===== config.mk =====
export PLATFORM = sky130hd
export DESIGN_NAME = rv_desh
export DESIGN_NICKNAME = d
export VERILOG_FILES = /design/src/rtl/rv_desh.sv
export SDC_FILE = /design/constraint.sdc
export NUM_CORES = 1
export LEC_CHECK = 0
export BUFFER_PORTS_ARGS = -buffer_cell sky130_fd_sc_hd__buf_2
export CAP_MARGIN = 30
export CORE_MARGIN = 5
export CORE_UTILIZATION = 46
export CTS_CLUSTER_SIZE = 14
export DETAILED_ROUTE_END_ITERATION = 10
export PLACE_DENSITY = 0.78
export SLEW_MARGIN = 25
export SYNTH_ARGS = -nofsm -noshare
export SYNTH_HDL_FRONTEND = slang
export SYNTH_SLANG_ARGS = --single-unit

===== constraint.sdc =====
create_clock -name clk -period 0.8 [get_ports clk]
set_clock_uncertainty 0.2 [all_clocks]
set_input_delay 0.04 -clock clk [delete_from_list [all_inputs] [get_ports clk]]
set_output_delay 0.04 -clock clk [all_outputs]
set_load 0.005 [all_outputs]

===== src/rtl/rv_desh.sv =====
// Registered RV32I/Zicsr instruction field decoder: raw fields, per-field
// valid flags and coarse control flags, one cycle after the instruction.
module rv_desh (
  input  logic        clk,
  input  logic        rst_n,
  input  logic [31:0] inst,
  output logic [6:0]  opcode,
  output logic [4:0]  rs1,
  output logic        rs1_en,
  output logic [4:0]  rs2,
  output logic        rs2_en,
  output logic [4:0]  rd,
  output logic        rd_en,
  output logic [2:0]  funct3,
  output logic        f3_en,
  output logic [6:0]  funct7,
  output logic        f7_en,
  output logic        mem_en,
  output logic        mem_wr,
  output logic        csr_en,
  output logic        csr_wr,
  output logic        pc_load,
  output logic        illegal
);

  localparam logic [6:0] OP_LUI    = 7'b0110111;
  localparam logic [6:0] OP_AUIPC  = 7'b0010111;
  localparam logic [6:0] OP_JAL    = 7'b1101111;
  localparam logic [6:0] OP_JALR   = 7'b1100111;
  localparam logic [6:0] OP_BRANCH = 7'b1100011;
  localparam logic [6:0] OP_LOAD   = 7'b0000011;
  localparam logic [6:0] OP_STORE  = 7'b0100011;
  localparam logic [6:0] OP_IMM    = 7'b0010011;
  localparam logic [6:0] OP_OP     = 7'b0110011;
  localparam logic [6:0] OP_MISC   = 7'b0001111;
  localparam logic [6:0] OP_SYSTEM = 7'b1110011;

  logic d_rs1_en, d_rs2_en, d_rd_en, d_f3_en, d_f7_en;
  logic d_mem_en, d_mem_wr, d_csr_en, d_csr_wr, d_pc_load, d_illegal;

  always_comb begin
    d_rs1_en  = 1'b0;
    d_rs2_en  = 1'b0;
    d_rd_en   = 1'b0;
    d_f3_en   = 1'b0;
    d_f7_en   = 1'b0;
    d_mem_en  = 1'b0;
    d_mem_wr  = 1'b0;
    d_csr_en  = 1'b0;
    d_csr_wr  = 1'b0;
    d_pc_load = 1'b0;
    d_illegal = 1'b0;
    case (inst[6:0])
      OP_LUI, OP_AUIPC: d_rd_en = 1'b1;
      OP_JAL: begin
        d_rd_en   = 1'b1;
        d_pc_load = 1'b1;
      end
      OP_JALR: begin
        d_rs1_en  = 1'b1;
        d_rd_en   = 1'b1;
        d_f3_en   = 1'b1;
        d_pc_load = 1'b1;
      end
      OP_BRANCH: begin
        d_rs1_en  = 1'b1;
        d_rs2_en  = 1'b1;
        d_f3_en   = 1'b1;
        d_pc_load = 1'b1;
      end
      OP_LOAD: begin
        d_rs1_en = 1'b1;
        d_rd_en  = 1'b1;
        d_f3_en  = 1'b1;
        d_mem_en = 1'b1;
      end
      OP_STORE: begin
        d_rs1_en = 1'b1;
        d_rs2_en = 1'b1;
        d_f3_en  = 1'b1;
        d_mem_en = 1'b1;
        d_mem_wr = 1'b1;
      end
      OP_IMM: begin
        d_rs1_en = 1'b1;
        d_rd_en  = 1'b1;
        d_f3_en  = 1'b1;
        // Only the shift forms carry a meaningful funct7 (shamt qualifier).
        d_f7_en  = (inst[13:12] == 2'b01);
      end
      OP_OP: begin
        d_rs1_en = 1'b1;
        d_rs2_en = 1'b1;
        d_rd_en  = 1'b1;
        d_f3_en  = 1'b1;
        d_f7_en  = 1'b1;
      end
      OP_MISC: d_f3_en = 1'b1;
      OP_SYSTEM: begin
        d_f3_en = 1'b1;
        if (inst[14:12] != 3'b000) begin
          d_csr_en = 1'b1;
          d_rd_en  = 1'b1;
          d_rs1_en = ~inst[14];
          // Set/clear forms with a zero source (x0 or uimm=0) only read the CSR.
          d_csr_wr = (inst[13:12] == 2'b01) || (inst[19:15] != 5'd0);
        end
      end
      default: d_illegal = 1'b1;
    endcase
  end

  always_ff @(posedge clk or negedge rst_n) begin
    if (!rst_n) begin
      opcode  <= '0;
      rs1     <= '0;
      rs1_en  <= 1'b0;
      rs2     <= '0;
      rs2_en  <= 1'b0;
      rd      <= '0;
      rd_en   <= 1'b0;
      funct3  <= '0;
      f3_en   <= 1'b0;
      funct7  <= '0;
      f7_en   <= 1'b0;
      mem_en  <= 1'b0;
      mem_wr  <= 1'b0;
      csr_en  <= 1'b0;
      csr_wr  <= 1'b0;
      pc_load <= 1'b0;
      illegal <= 1'b0;
    end else begin
      opcode  <= inst[6:0];
      rs1     <= d_rs1_en ? inst[19:15] : 5'd0;
      rs1_en  <= d_rs1_en;
      rs2     <= d_rs2_en ? inst[24:20] : 5'd0;
      rs2_en  <= d_rs2_en;
      rd      <= d_rd_en ? inst[11:7] : 5'd0;
      rd_en   <= d_rd_en;
      funct3  <= d_f3_en ? inst[14:12] : 3'd0;
      f3_en   <= d_f3_en;
      funct7  <= d_f7_en ? inst[31:25] : 7'd0;
      f7_en   <= d_f7_en;
      mem_en  <= d_mem_en;
      mem_wr  <= d_mem_wr;
      csr_en  <= d_csr_en;
      csr_wr  <= d_csr_wr;
      pc_load <= d_pc_load;
      illegal <= d_illegal;
    end
  end

endmodule


==> flow_summary.json <==
{
  "cts_root_buf": "clkbuf_8",
  "synth_ff_type": "dfrtp_1",
  "maxSlewHeadroom_pct": 79.7,
  "ant_nets": 0,
  "clk_pin_slew_ns": 0.08,
  "yosysTopAreaCellShare_pct": 62.9,
  "min_period_over_period_pct": 132,
  "yosys.area.top_type": "dfrtp_1",
  "dp.cells": 270,
  "critPathKind": "reg2out",
  "vias": 1469,
  "violations": "hold timing, setup timing",
  "cts_tree": "built",
  "grt_pass1_vias": 1453,
  "grt_max_degree": 44,
  "synthCells": 131,
  "synth_area_leaders": "dfrtp_1, and2_1, nor3b_2",
  "drv_cap": 0,
  "ys_warn_count": 0,
  "fin_area_sq_mm": 0.00277,
  "status": "finished, violations left",
  "fill_cells": 227,
  "async_flop_share_pct": 100,
  "cts_max_level": 2,
  "setup_viol": 74,
  "firstDrtPassIters": 4,
  "via_per_inst": 5.03,
  "powerDensity_mw_per_mm2": 1530,
  "crit_cells": 1,
  "worst_pin_slew_ns": 0.303,
  "drt-initial-drc-count": 79,
  "layout-drive-gt1-share_pct": 64.8,
  "grt_use_met2_pct": 29.6,
  "grt_pass1_wl_microns": 7130,
  "fmax_mhz": 944,
  "io_pins": 77,
  "place_area_sq_mm": 0.00230,
  "ir_worst_vdd_mv": 1.15,
  "crit_chain": "buf_2",
  "hpwl_microns": 3050,
  "start_kind": "flip-flop",
  "wire_per_inst_microns": 16.1,
  "syn_to_final_growth_pct": 62.2,
  "critPathSlowestCell": "dfrtp_1",
  "cts_made_buffers": 5,
  "gp_congestion": 0.794,
  "yosysUniqueCellTypes": 36,
  "ys_ff_latch": 43,
  "finalHoldViolCount": 40,
  "period_minus_slack_ns": 1.06,
  "syn_area_sq_mm": 0.00171,
  "hold_slack_ns": -0.332,
  "die_h_microns": 71.0,
  "drc": 0,
  "core-area_sq_mm": 0.00363,
  "busiest_layer": "met2",
  "slew_violations": 0,
  "slowest_delay_ns": 0.40,
  "start_util_pct": 47.1,
  "arrival_ns": 0.82,
  "final_cells": 292,
  "hold_depth": 1,
  "avgSynthCellArea_sq_um": 13.1,
  "clock_path_buffers": 2,
  "grt_antenna_before_repair": 0,
  "synthTopCellsByCount": "dfrtp_1, and2_1",
  "p_leak_nw": 1.44,
  "synth_edf_count": 0,
  "synth_nets": 165,
  "use_met1_pct": 22.7,
  "holdCritPathClass": "in2reg",
  "fin_nets": 278,
  "endpoint_kind": "output pin",
  "crit_buf_inv": 1,
  "num_antenna_cells": 0,
  "rsz0062_at_grt": "yes",
  "die_w_microns": 71.0,
  "worstPathRequired_ns": 0.56,
  "dieArea_sq_mm": 0.00504,
  "gr-usage-all-layers_pct": 17.8,
  "portBuffers": 76,
  "yosysMostFrequentCell": "dfrtp_1",
  "critPathMaxFanout": 1,
  "fin_ws_ns": -0.259,
  "numClockSinks": 43,
  "setup_tns_ns": -11.87,
  "num_rows": 22,
  "seq_area_frac_synth_pct": 62.9,
  "postRouteWirelength_microns": 4720,
  "cp_top_family": "flip-flops",
  "overflow": 0,
  "grtUsageMet3_pct": 5.82
}
-- metal layers --
layer / up-vias / wire length (microns)
met5: - / 0
met2: 55 / 2420
met4: 0 / 80
li1: 687 / -
met1: 720 / 1870
met3: 7 / 346
-- where the power goes --
part / internal [W] / switching, W
logic: 0.000355 / 0.000312
clock network: 0.000676 / 0.000672
registers: 0.00222 / 0.0000130
total: 0.00325 / 0.000996
-- state kept, by name, indices dropped and copies added (netlist names) --
name / count
illegal: 1
csr_en: 1
rd: 5
pc_load: 1
rs1: 5
f3_en: 1
rd_en: 1
f7_en: 1
rs1_en: 1
mem_wr: 1
csr_wr: 1
opcode: 7
funct3: 3
rs2: 5
funct7: 7
mem_en: 1
rs2_en: 1
-- worst paths after layout --
path | from | to | slack [ns]
max | opcode[2] | opcode[2] | -0.26
min | inst[4] | opcode[4] | -0.33
max in group asynchronous | rst_n | rd[4] | 0.16
min in group asynchronous | rst_n | rs2[3] | 0.05
-- layout by cell type (no fill, tap or decap), drive strengths merged, types with 2 or more instances in the layout --
cell type,instances
dlygate4sd3,2
nand3,6
o21ai,7
o211ai,5
and2,12
inv,2
nand2b,2
nor3,4
dfrtp,43
buf,112
a21oi,7
nor2,5
nand2,6
nor3b,6
nor2b,2
a211oi,2
clkbuf,6
-- through the flow --
stage                     power [W]  hold WS (ns)  setup WS [ns]  util [%]
after floorplan             0.00246        -0.456         -0.284         -
after global placement      0.00273        -0.175         -0.520      63.4
after detailed placement    0.00274        -0.168         -0.508      63.4
after CTS                   0.00417        -0.331         -0.233      71.5
after global routing        0.00441        -0.340         -0.288      76.3
final                       0.00424        -0.332         -0.259      76.3
-- area by class of cell --
type,count,area (sq um),share of cell area [%]
clock inverters,1,5.00,0.180
repair buffers,114,828,29.9
clock buffers,6,82.6,2.98
multi-input cells,78,714,25.8
flip-flops and latches,43,1080,38.8
inverters,2,7.51,0.271
well taps,48,60.1,2.17
-- cells by family (layout without fill, tap and decap cells) --
family	Yosys count	after routing	synth area share (%)
DFF	43	43	62.9
and+or+nand+nor	52	52	20.6
AOI/OAI and AO/OA	26	26	12.2
buffers and inverters	10	123	4.24
-- timing repair --
item | in CTS | in global routing
hold buffers | 1 | 1
pin swaps | 15 | 17
resized for setup | 34 | 31
hold endpoints to repair | 85 | 40
gates cloned | 0 | 0
endpoints found under the setup margin | 78 | 74
buffers inserted | 6 | 7
No activity file was read; power rests on OpenSTA's default activity.
